File: src/rtl/tremolo_lfo_reader_if.sv
// Bus bundle for the tremolo LFO reader: sample-rate control in, ROM read
// port, and the gain word out. The reader uses the slave modport; the
// environment (audio pipeline + ROM) uses the master modport.
interface tremolo_lfo_reader_if #(
    parameter int DWIDTH  = 16,
    parameter int AWIDTH  = 9,
    parameter int PHASE_W = 24
) ();
    logic               sample_tick_i;
    logic [PHASE_W-1:0] rate_i;
    logic [7:0]         depth_i;
    logic [AWIDTH-1:0]  rom_rdaddr_o;
    logic [DWIDTH-1:0]  rom_rddata_i;
    logic [DWIDTH-1:0]  gain_o;
    logic               gain_valid_o;

    modport slave (
        input  sample_tick_i, rate_i, depth_i, rom_rddata_i,
        output rom_rdaddr_o, gain_o, gain_valid_o
    );

    modport master (
        output sample_tick_i, rate_i, depth_i, rom_rddata_i,
        input  rom_rdaddr_o, gain_o, gain_valid_o
    );
endinterface

File: src/rtl/tremolo_lfo_reader.sv
// Tremolo LFO reader: phase accumulator stepped at the audio sample strobe,
// quarter-wave sine ROM lookup with quadrant symmetry, depth scaling into a
// unipolar gain word (all-ones = unity).
// Optional feature macro: TREMOLO_LFO_INTERP_EN -- linear interpolation
// between neighbouring ROM entries (second ROM read, latency 6 instead of 4).
module tremolo_lfo_reader #(
    parameter int DWIDTH  = 16,
    parameter int AWIDTH  = 9,
    parameter int PHASE_W = 24
) (
    input logic                   clk_i,
    input logic                   rst_ni,
    tremolo_lfo_reader_if.slave   bus
);
    localparam int FRAC_W = PHASE_W - 2 - AWIDTH;
    localparam logic [DWIDTH-1:0] FULL = '1;

`ifdef TREMOLO_LFO_INTERP_EN
    typedef enum logic [2:0] {IDLE, ADDR0, ADDR1, DATA1, INTERP, OUT} state_t;
`else
    typedef enum logic [1:0] {IDLE, ADDR, DATA, OUT} state_t;
`endif

    state_t             state;
    logic [PHASE_W-1:0] phase;
    logic [1:0]         q_r;
    logic [7:0]         depth_r;
    logic [DWIDTH-1:0]  m_r;
    logic [AWIDTH-1:0]  rdaddr_r;
    logic [DWIDTH-1:0]  gain_r;
    logic               gain_vld_r;

    assign bus.rom_rdaddr_o = rdaddr_r;
    assign bus.gain_o       = gain_r;
    assign bus.gain_valid_o = gain_vld_r;

    // Quadrant decode of the live phase: odd quadrants walk the table backwards.
    logic [1:0]        q_now;
    logic [AWIDTH-1:0] i_now;
    logic [AWIDTH-1:0] addr_now;
    always_comb begin
        q_now    = phase[PHASE_W-1 -: 2];
        i_now    = phase[PHASE_W-3 -: AWIDTH];
        addr_now = q_now[0] ? ~i_now : i_now;
    end

    // Signed sample -> unipolar u -> depth-scaled gain (product truncated, no saturation).
    logic signed [DWIDTH+1:0] s_val;
    logic [DWIDTH+1:0]        u_sum;
    logic [DWIDTH-1:0]        u_val;
    logic [DWIDTH+7:0]        atten;
    logic [DWIDTH-1:0]        gain_next;
    always_comb begin
        s_val     = q_r[1] ? -$signed({2'b00, m_r}) : $signed({2'b00, m_r});
        u_sum     = $unsigned(s_val) + {2'b00, FULL};
        u_val     = u_sum[DWIDTH:1];
        atten     = {8'd0, FULL - u_val} * {{DWIDTH{1'b0}}, depth_r};
        gain_next = FULL - atten[DWIDTH+7:8];
    end

`ifdef TREMOLO_LFO_INTERP_EN
    localparam int PW = DWIDTH + FRAC_W + 1;

    logic [FRAC_W-1:0]  frac_r;
    logic [DWIDTH-1:0]  m0_r;
    logic [DWIDTH-1:0]  m1_r;
    logic [AWIDTH-1:0]  nb_addr;
    logic signed [DWIDTH:0] diff;
    logic signed [PW-1:0]   prod;
    logic signed [PW-1:0]   interp_sum;

    // Neighbour entry in the direction the quadrant walks, clamped at the table ends.
    always_comb begin
        if (!q_r[0])
            nb_addr = (&rdaddr_r) ? rdaddr_r : rdaddr_r + {{(AWIDTH-1){1'b0}}, 1'b1};
        else
            nb_addr = (rdaddr_r == '0) ? rdaddr_r : rdaddr_r - {{(AWIDTH-1){1'b0}}, 1'b1};
    end

    // m = m0 + ((m1-m0) * frac) >>> FRAC_W; the result always lands between m0 and m1.
    always_comb begin
        diff       = $signed({1'b0, m1_r}) - $signed({1'b0, m0_r});
        prod       = $signed({{(PW-DWIDTH-1){diff[DWIDTH]}}, diff})
                   * $signed({{(PW-FRAC_W){1'b0}}, frac_r});
        interp_sum = $signed({{(PW-DWIDTH){1'b0}}, m0_r}) + (prod >>> FRAC_W);
    end

    logic unused_interp;
    assign unused_interp = ^interp_sum[PW-1:DWIDTH];
`endif

    logic unused_bits;
    assign unused_bits = ^{u_sum[DWIDTH+1], u_sum[0], atten[7:0]};

    // Read sequencer: accepts a tick only in IDLE, drives the ROM address and registers the gain.
    always_ff @(posedge clk_i or negedge rst_ni) begin
        if (!rst_ni) begin
            state      <= IDLE;
            phase      <= '0;
            q_r        <= '0;
            depth_r    <= '0;
            m_r        <= '0;
            rdaddr_r   <= '0;
            gain_r     <= FULL;
            gain_vld_r <= 1'b0;
`ifdef TREMOLO_LFO_INTERP_EN
            frac_r     <= '0;
            m0_r       <= '0;
            m1_r       <= '0;
`endif
        end else begin
            gain_vld_r <= 1'b0;
            case (state)
                IDLE: begin
                    if (bus.sample_tick_i) begin
                        q_r      <= q_now;
                        depth_r  <= bus.depth_i;
                        phase    <= phase + bus.rate_i;
                        rdaddr_r <= addr_now;
`ifdef TREMOLO_LFO_INTERP_EN
                        frac_r   <= phase[FRAC_W-1:0];
                        state    <= ADDR0;
`else
                        state    <= ADDR;
`endif
                    end
                end
`ifdef TREMOLO_LFO_INTERP_EN
                ADDR0: begin
                    rdaddr_r <= nb_addr;
                    state    <= ADDR1;
                end
                ADDR1: begin
                    m0_r  <= bus.rom_rddata_i;
                    state <= DATA1;
                end
                DATA1: begin
                    m1_r  <= bus.rom_rddata_i;
                    state <= INTERP;
                end
                INTERP: begin
                    m_r   <= interp_sum[DWIDTH-1:0];
                    state <= OUT;
                end
`else
                ADDR: state <= DATA;
                DATA: begin
                    m_r   <= bus.rom_rddata_i;
                    state <= OUT;
                end
`endif
                OUT: begin
                    gain_r     <= gain_next;
                    gain_vld_r <= 1'b1;
                    state      <= IDLE;
                end
                default: state <= IDLE;
            endcase
        end
    end
endmodule

File: src/flat_wrapper.sv
// flat-port wrapper written by rule: the top's interface ports become plain ports
module tremolo_lfo_reader_flat 
#(
    parameter int DWIDTH  = 16,
    parameter int AWIDTH  = 9,
    parameter int PHASE_W = 24
)
  (clk_i, rst_ni, bus_sample_tick_i, bus_rate_i, bus_depth_i, bus_rom_rddata_i, bus_rom_rdaddr_o, bus_gain_o, bus_gain_valid_o);
  tremolo_lfo_reader_if #(.DWIDTH(DWIDTH), .AWIDTH(AWIDTH), .PHASE_W(PHASE_W)) bus_i ();
  input logic clk_i;
  input logic rst_ni;
  input wire logic [$bits(bus_i.sample_tick_i)-1:0] bus_sample_tick_i;
  input wire logic [$bits(bus_i.rate_i)-1:0] bus_rate_i;
  input wire logic [$bits(bus_i.depth_i)-1:0] bus_depth_i;
  input wire logic [$bits(bus_i.rom_rddata_i)-1:0] bus_rom_rddata_i;
  output wire logic [$bits(bus_i.rom_rdaddr_o)-1:0] bus_rom_rdaddr_o;
  output wire logic [$bits(bus_i.gain_o)-1:0] bus_gain_o;
  output wire logic [$bits(bus_i.gain_valid_o)-1:0] bus_gain_valid_o;
  assign bus_i.sample_tick_i = bus_sample_tick_i;
  assign bus_i.rate_i = bus_rate_i;
  assign bus_i.depth_i = bus_depth_i;
  assign bus_i.rom_rddata_i = bus_rom_rddata_i;
  assign bus_rom_rdaddr_o = bus_i.rom_rdaddr_o;
  assign bus_gain_o = bus_i.gain_o;
  assign bus_gain_valid_o = bus_i.gain_valid_o;
  tremolo_lfo_reader #(.DWIDTH(DWIDTH), .AWIDTH(AWIDTH), .PHASE_W(PHASE_W)) u_core (.clk_i(clk_i), .rst_ni(rst_ni), .bus(bus_i));
endmodule
File: config.mk
export PLATFORM = sky130hd
export DESIGN_NAME = tremolo_lfo_reader_flat
export DESIGN_NICKNAME = d
export VERILOG_FILES = /design/src/rtl/tremolo_lfo_reader_if.sv /design/src/rtl/tremolo_lfo_reader.sv /design/src/flat_wrapper.sv
export SDC_FILE = /design/constraint.sdc
export NUM_CORES = 1
export LEC_CHECK = 0
export ABC_CLOCK_PERIOD_IN_PS = 6740
export CAP_MARGIN = 30
export CORE_AREA = 2 2 132 199
export DETAILED_ROUTE_END_ITERATION = 8
export DIE_AREA = 0 0 134 201
export PLACE_DENSITY = 0.64
export SLEW_MARGIN = 20
export SYNTH_ARGS = -nofsm -noshare
export SYNTH_HDL_FRONTEND = slang
export SYNTH_SLANG_ARGS = --single-unit
File: constraint.sdc
create_clock -name clk_i -period 6.74 [get_ports clk_i]
set_clock_uncertainty 0.1 [all_clocks]
set_input_delay 1.348 -clock clk_i [delete_from_list [all_inputs] [get_ports clk_i]]
set_output_delay 1.348 -clock clk_i [all_outputs]
set_load 0.02 [all_outputs]
# Word level (Yosys, flattened, before mapping)
# Index checks and enable logic that the tools add are counted.
[op_classes]
n_addsub = 5
multipliers = 1
n_eq_ne = 4
muxes = 5
n_bitwise = 1
reduce_logical = 2
[ops]
columns = ["operator", "n"]
rows = [
  ["16-bit subtractor (first input constant)", 2],
  ["24-bit adder", 1],
  ["16-bit by 8-bit multiplier with 24-bit output", 1],
  ["17-bit by 16-bit adder with 17-bit output (second input constant)", 1],
  ["17-bit two-way mux", 1],
  ["16-bit negation with 17-bit output", 1],
  ["9-bit two-way mux", 1],
  ["9-bit inverter", 1],
  ["2-bit one-hot mux with 4 select lines", 1],
  ["2-bit equality test (second input constant)", 2],
  ["2-bit by 1-bit equality test with 1-bit output (second input constant)", 1],
  ["2-bit logical NOT", 1],
  ["2-bit two-way mux", 1],
  ["2-bit inequality test (second input constant)", 1],
  ["2-bit AND reduction", 1],
  ["1-bit two-way mux", 1],
]
[word_totals]
regBits = 78
input_bits = 51
output_inout_bits = 26
word_cells = 26

# Logic depth before layout (Yosys ltp)
# Gate-level depths: netlist of the first run.
[logic_depth]
ltp_word = 6
ltp_mapped = 27
ltp_nobuf = 26

# Least setup slack after synthesis of the first run
# No wires, ideal clock.
[synth_timing]
path_kind = "reg2reg"
start = "reg u_core.m_r[0]"
end = "reg u_core.gain_r[13], in the netlist u_core.bus.gain_o[13]"
setup_ps = 93
arrival_time_ps = 6301
required_time_ps = 6547
slack_ps = 247
path_stages_with_launch = 25
n_path_buf = 0
synth_period_minus_slack_ps = 6493
path_cell_list = "dfrtp_1 -> inv_1 -> ha_1 -> nand2b_1 -> or4_4 -> a211o_1 -> a21oi_4 -> a31o_2 -> a21oi_2 -> xnor2_2 -> and2_1 -> fa_1 -> fa_1 -> fa_1 -> inv_1 -> fa_1 -> inv_1 -> ha_1 -> and3_1 -> a221o_1 -> a21oi_1 -> o21ai_4 -> a211oi_1 -> xnor2_1 -> a21oi_1"
[synth_between]
elab_chain_cells = 6
[synth_rtl]
columns = ["element", "line_no", "rtl"]
rows = [
  ["start, declared", "tremolo_lfo_reader.sv:28", "logic [DWIDTH-1:0] m_r;"],
  ["start signal, assigned", "tremolo_lfo_reader.sv:148", "m_r <= bus.rom_rddata_i;"],
  ["16-bit negation with 17-bit output", "tremolo_lfo_reader.sv:54", "s_val = q_r[1] ? -$signed({2'b00, m_r}) : $signed({2'b00, m_r});"],
  ["17-bit two-way mux (*)", "tremolo_lfo_reader.sv:54", ""],
  ["17-bit by 16-bit adder with 17-bit output (*)", "tremolo_lfo_reader.sv:55", "u_sum = $unsigned(s_val) + {2'b00, FULL};"],
  ["16-bit subtractor (*)", "tremolo_lfo_reader.sv:57", "atten = {8'd0, FULL - u_val} * {{DWIDTH{1'b0}}, depth_r};"],
  ["16-bit by 8-bit multiplier with 24-bit output (*)", "tremolo_lfo_reader.sv:57", ""],
  ["16-bit subtractor (*)", "tremolo_lfo_reader.sv:58", "gain_next = FULL - atten[DWIDTH+7:8];"],
  ["end signal, assigned", "tremolo_lfo_reader.sv:153", "gain_r <= gain_next;"],
  ["end, declared", "tremolo_lfo_reader.sv:30", "logic [DWIDTH-1:0] gain_r;"],
]
# Every way passes the cells marked *; elsewhere a longest branch is shown, timed or not.
# A chain may end at the register's enable or synchronous reset.

# Worst setup path after layout of the first run
[layout_timing]
start = "reg u_core.m_r[1]"
end = "reg u_core.gain_r[15], in the netlist u_core.bus.gain_o[15]"
# The elaborated chain is that of the path after synthesis.

==> impl_metrics.ini, run 1 <==
[floorplan]
die_w_um = 134
die-area_sq_um = 26930
rows = 72
pin_count = 77
die_h_um = 201
initial_core_util_pct = 34.46
core_area_sq_um = 25310

[setup_path]
path_cells = buf_4 > nor3_4 > buf_4 > or4_4 > a211o_1 > a21oi_4 > buf_6 > nor2_1 > and2_1 > fa_1 > fa_1 > fa_1 > inv_2 > fa_1 > inv_1 > ha_4 > nand2_1 > o21bai_1 > or4_4 > and2_4 > o21ai_4 > a211oi_1 > or3_1 > a31o_1
cp.arrival_ns = 6.70
critPathCaptureType = flip-flop
startpoint_type = flip-flop
crit_fanout = 6
critical_path.top_delay_family = adder cells
crit_slowest_cell = fa_1
criticalPathCategory = flip-flop to flip-flop
crit_required_ns = 6.92
crit_buf_inv = 5
critPathMaxStageDelay_ns = 0.55
crit_top_cell = fa_1

[placement]
pre_cts_ws_ns = 0.002554
portBuffers = 76
gp_congestion = 0.8645
hpwl_mm = 16.27

[timing]
hold_slack_ns = 0.3763
setup_viol = 0
min_period_ns = 6.515
max_freq_ghz = 0.1535
tightest_slew_ns = 0.8247
slew_viol_final = 0
hold_viol_final = 0
layout_setup_ws_ns = 0.2245
fin_crit_sh_pct = 96.67
slew_headroom_pct = 45.02

[global_route]
grt_pass1_vias = 7682
grt_max_degree = 61
grtUsageTotal_pct = 16.66
grt_overflow = 0
antenna_found_initial = 0
grt_pass1_wl_mm = 35.78

[clock_network]
cts-root-buf = clkbuf_16
cts_sinks = 77
clk-insertion-delay-late_ns = 0.36
clk_pin_slew_ns = 0.06
cts_max_path_buffers = 2
cts_tree = done
cts_max_level = 3
cts_buffers = 9

[synth]
yosys-top-cells-area = fa_1 (19%), dfrtp_1 (17%), ha_1 (9.9%)
synth_ff_type = dfrtp_1
syn_nets = 1158
synth_most_common_cell = inv_1
yosys.area.top_type = fa_1
ys_seq_area_share_pct = 22.32
syn_area_sq_um = 8723
syn_area_per_cell_sq_um = 9.144
synth_cells = 954
synth_edf_count = 0
yosysWarnings = 0
synth_top_area_share_pct = 19.28
synth-async-reset-ratio_pct = 100.0
ys_types = 68
synth_common_cells = inv_1 (130), nand2_1 (90), and2_1 (87)
synth-seq-cells = 77

[detailed_routing]
drtAntennaViolNets = 0
routedWlPerCell_um = 14.88
route.vias.total = 6989
first_iter_violations = 199
drt_pre_antenna_iters = 5
routed_wl_mm = 20.82
viasPerCell = 4.996
drc = 0

[job]
drv_cap = 0

[outcome]
status = finished, final reports clean

[finish]
num_antenna_cells = 0
drive_above_1_share_pct = 16.23
nets = 1265
area_growth_pct = 22.99

[hold_path]
hold_path.class = flip-flop to flip-flop
==> cell usage in the layout (no fill, tap or decap), types with 4 or more instances in the layout <==
master / netlist / routed
dfrtp_1: 61 / 60
mux2_2: 26 / 26
a31oi_1: 13 / 12
and2_1: 87 / 85
nand3_1: 8 / 8
nor2b_1: 18 / 17
buf_4: 0 / 49
a21oi_1: 35 / 33
or3_1: 6 / 6
o31ai_1: 8 / 7
nand2_1: 90 / 87
o21ai_0: 54 / 54
ha_4: 0 / 6
nor2_1: 33 / 32
o211ai_1: 8 / 8
clkdlybuf4s50_1: 0 / 75
a211oi_1: 5 / 4
clkbuf_16: 0 / 9
o31a_1: 4 / 4
xnor2_1: 44 / 42
xor2_1: 17 / 16
o2111ai_1: 4 / 4
nand2b_1: 9 / 9
a21o_1: 9 / 9
dfstp_2: 16 / 16
inv_1: 130 / 123
o21a_1: 11 / 11
mux2i_1: 4 / 4
nand4_1: 4 / 4
nor3_1: 10 / 9
inv_2: 0 / 7
ha_1: 69 / 61
fa_1: 84 / 81
xnor2_2: 3 / 5
==> metrics by stage <==
stage | instance area [sq um] | TNS (ns) | instances | util (%)
CTS | 10370 | 0 | 1384 | 40.97
global placement | 10020 | 0 | 1366 | 39.60
finish | 10730 | 0 | 1399 | 42.38
floorplan | 8723 | 0 | 954 | -
global route | 10730 | -0.06923 | 1399 | 42.38
detailed placement | 10020 | 0 | 1366 | 39.60
==> final timing paths <==
kind	startpoint	to	slack, ns	depth (start not counted)
max	u_core.m_r[1]	u_core.bus.gain_o[15]	0.22	24
min	u_core.bus.rom_rdaddr_o[7]	u_core.bus.rom_rdaddr_o[7]	0.38	2
max reg2reg	u_core.m_r[1]	u_core.bus.gain_o[15]	0.22	24
min reg2reg	u_core.bus.rom_rdaddr_o[7]	u_core.bus.rom_rdaddr_o[7]	0.38	2
max in group asynchronous	rst_ni	u_core.m_r[2]	4.65	2
min in group asynchronous	rst_ni	u_core.bus.gain_valid_o	0.76	1
==> layer usage <==
metal	vias up	track usage (%)	part of all wire [%]
met4	0	9.422	4.8
li1	3350	-	-
met3	52	2.980	3.4
met5	-	0	0
met1	3464	16.09	36
met2	123	32.36	56
==> state kept, by name, summed over array words and instances, names as in the netlist <==
signal	count
u_core.depth_r	8
u_core.bus.gain_o	16
u_core.phase	24
u_core.bus.rom_rdaddr_o	9
u_core.m_r	16
u_core.state	2
u_core.q_r	1
u_core.bus.gain_valid_o	1
==> kinds of logic (layout without fill, tap and decap cells) <==
kind of cell | Yosys count | after routing | share of synthesized area [%]
AO/OA/AOI/OAI | 177 | 177 | 13.12
buffers and inverters | 162 | 274 | 7.186
multiplexers | 31 | 31 | 3.973
AND/OR/NAND/NOR | 290 | 290 | 17.54
flip-flops | 77 | 77 | 22.32
XOR/XNOR | 64 | 64 | 6.684
adder cells (fa/ha/maj) | 153 | 153 | 29.17
==> worst reg2reg max path: stages, from the launching register on <==
cell	delay [ns]
dfrtp_1	0.39
buf_4	0.14
nor3_4	0.05
buf_4	0.14
or4_4	0.51
a211o_1	0.36
a21oi_4	0.19
buf_6	0.13
nor2_1	0.04
and2_1	0.17
fa_1	0.54
fa_1	0.44
fa_1	0.55
inv_2	0.05
fa_1	0.53
inv_1	0.06
ha_4	0.27
nand2_1	0.06
o21bai_1	0.15
or4_4	0.51
and2_4	0.18
o21ai_4	0.20
a211oi_1	0.11
or3_1	0.35
a31o_1	0.22
==> final cells by class <==
type | count | area, sq um
Clock buffer | 10 | 239.0
Clock inverter | 6 | 93.84
Fill cell | 2433 | 14590
Inverter | 130 | 488.0
Multi-Input combinational cell | 715 | 6371
Sequential cell | 77 | 1948
Tap cell | 333 | 416.7
Timing Repair Buffer | 128 | 1172
==> repair_timing <==
action / in CTS / in global routing
resized for setup: 0 / 52
pin swaps: 1 / 50
buffers inserted: 2 / 17
setup endpoints to repair: 2 / 8
hold buffers: 0 / 0
Power of run 1 is not shown: default switching activity piles up to over one toggle a cycle in this logic, so the estimate is an artifact.
==> run 2: changes to the inputs <==
--- a/config.mk
+++ b/config.mk
@@ -10,8 +10,10 @@
 export CORE_AREA = 2 2 132 199
 export DETAILED_ROUTE_END_ITERATION = 8
 export DIE_AREA = 0 0 134 201
+export MAX_ROUTING_LAYER = met4
 export PLACE_DENSITY = 0.64
-export SLEW_MARGIN = 20
+export SLEW_MARGIN = 5
 export SYNTH_ARGS = -nofsm -noshare
 export SYNTH_HDL_FRONTEND = slang
 export SYNTH_SLANG_ARGS = --single-unit
+export TNS_END_PERCENT = 30
==> run 2 against run 1 <==
Net effect: maximum frequency hardly changed; sequential cell count did not move; worst hold slack about the same; cell count down 0.57%; critical endpoint unchanged; clock-buffer cell count stayed put; worst setup slack worse by 0.0034 ns; via count fell by 0.99%; wire length decreased by 0.69%; critical path type unchanged; non-clock buffer count fell by 8; sequential share of layout area rose by 0.21 points.
==> impl_metrics.ini, run 2 (synthesis gave the netlist of run 1 again) <==
[floorplan]
pin_count = 77
rows = 72
core_area_sq_um = 25310
die_h_um = 201
initial_core_util_pct = 34.46
die-area_sq_um = 26930
die_w_um = 134

[finish]
area_growth_pct = 21.52
num_antenna_cells = 0
final_common_cell = inv_1
fin_area_sq_um = 10600
regMostFlops = u_core.phase
fillers = 2438
largest_reg_flops = 24
drive_above_1_share_pct = 14.56
utilization_pct = 41.87
final_cell_mix = inv_1 (127), nand2_1 (88), and2_1 (85)
nets = 1257

[setup_path]
crit_slowest_cell = fa_1
timing.rr.start = u_core.m_r[4]
criticalPathCategory = flip-flop to flip-flop
critical_path.top_delay_family = adder cells
worstSetupStartpoint = u_core.m_r[4]
critPathMaxStageDelay_ns = 0.54
path_cells = or3_4 > or4_4 > a211o_1 > a21oi_4 > buf_6 > nor2_1 > and2_1 > fa_1 > fa_1 > fa_1 > inv_1 > fa_1 > inv_1 > ha_4 > nand2_1 > o21bai_1 > or4_4 > and2_4 > o21ai_4 > a211oi_1 > or3_1 > a31o_1
startpoint_type = flip-flop
critPathCaptureType = flip-flop
crit_fanout = 5
reg2reg_to = u_core.bus.gain_o[15]
crit_top_cell = fa_1
cp.arrival_ns = 6.70
crit_required_ns = 6.92
reg2reg_slack_ns = 0.22
crit_buf_inv = 3
r2r_cells = 22

[detailed_routing]
drtAntennaViolNets = 0
route.vias.total = 6920
routedWlPerCell_um = 14.87
viasPerCell = 4.975
first_iter_violations = 245
routed_wl_mm = 20.68
drc = 0
drt_pre_antenna_iters = 4

[timing]
max_freq_ghz = 0.1534
rsz0062_at_grt = yes
fin_crit_sh_pct = 96.72
setup_viol = 0
hold_viol_final = 0
slew_viol_final = 0
hold_slack_ns = 0.3766
tightest_slew_ns = 0.8209
slew_headroom_pct = 45.27
min_period_ns = 6.519

[clock_network]
hold_buffers = 0
cts_sinks = 77
cts_tree = done
cts_buffers = 9
cts_max_level = 3
clk_pin_slew_ns = 0.06
clk-insertion-delay-late_ns = 0.36
cts_max_path_buffers = 2
cts-root-buf = clkbuf_16

[placement]
gp_congestion = 0.8785
hpwl_mm = 16.27
portBuffers = 76
placed_cell_area_sq_um = 10020

[global_route]
antenna_found_initial = 0
grt_max_degree = 61
grt_use_met3_pct = 2.854
gr-usage-met1_pct = 16.22
busiest_layer = met2
grt_pass1_wl_mm = 35.77
grtUsageTotal_pct = 17.17
grt_pass1_vias = 7687
grt_util_met2_pct = 32.36
grt_overflow = 0

[hold_path]
hp-start = u_core.bus.rom_rdaddr_o[7]
holdPathEnd = u_core.bus.rom_rdaddr_o[7]
hold_path.class = flip-flop to flip-flop
hold_path_depth = 2

[outcome]
status = finished, final reports clean

[job]
drv_cap = 0
[run 2: final cells by class]
class                      count  area, sq um  area share (%)
timing repair buffer         120         1096           10.34
clock buffer                  10        239.0           2.254
clock inverter                 6        93.84          0.8853
tap                          333        416.7           3.931
inverter                     130        488.0           4.603
multi-input combinational    715         6320           59.62
sequential                    77         1947           18.37
[run 2: stage by stage]
| stage | instances | TNS (ns) | worst slack, ns |
|---|---|---|---|
| 6_report | 1391 | 0 | 0.2211 |
| 2_1_floorplan | 954 | 0 | 0.2466 |
| 5_1_grt | 1391 | -0.02952 | -0.01329 |
| 3_3_place_gp | 1366 | 0 | 0.1217 |
| 3_5_place_dp | 1366 | 0 | 0.002554 |
| 4_1_cts | 1384 | 0 | 0.0003162 |
[run 2: routing by layer]
metal | up-vias | share of wire [%]
met3 | 51 | 3.2
li1 | 3342 | -
met5 | - | 0
met4 | 0 | 4.7
met2 | 113 | 56
met1 | 3414 | 36
[run 2: worst max-delay path by stage]
stage                                 end  cells past startpoint
detailed placement  u_core.bus.gain_o[14]                     23
floorplan           u_core.bus.gain_o[13]                     24
CTS                 u_core.bus.gain_o[14]                     25
global placement    u_core.bus.gain_o[13]                     24
finish              u_core.bus.gain_o[15]                     22
global route         u_core.bus.gain_o[7]                     26
[run 2: tightest hold or removal path, stage by stage (launching register included)]
cell     delay (ns)
dfrtp_1        0.34
nand2_1        0.04
o21ai_0        0.06
[run 2: what timing repair did]
| item | in CTS | in global routing |
|---|---|---|
| buffers inserted | 2 | 7 |
| endpoints found under the setup margin | 2 | 8 |
| resized for setup | 0 | 37 |
| pin swaps | 1 | 39 |
Power of run 2 is left out for the same reason.
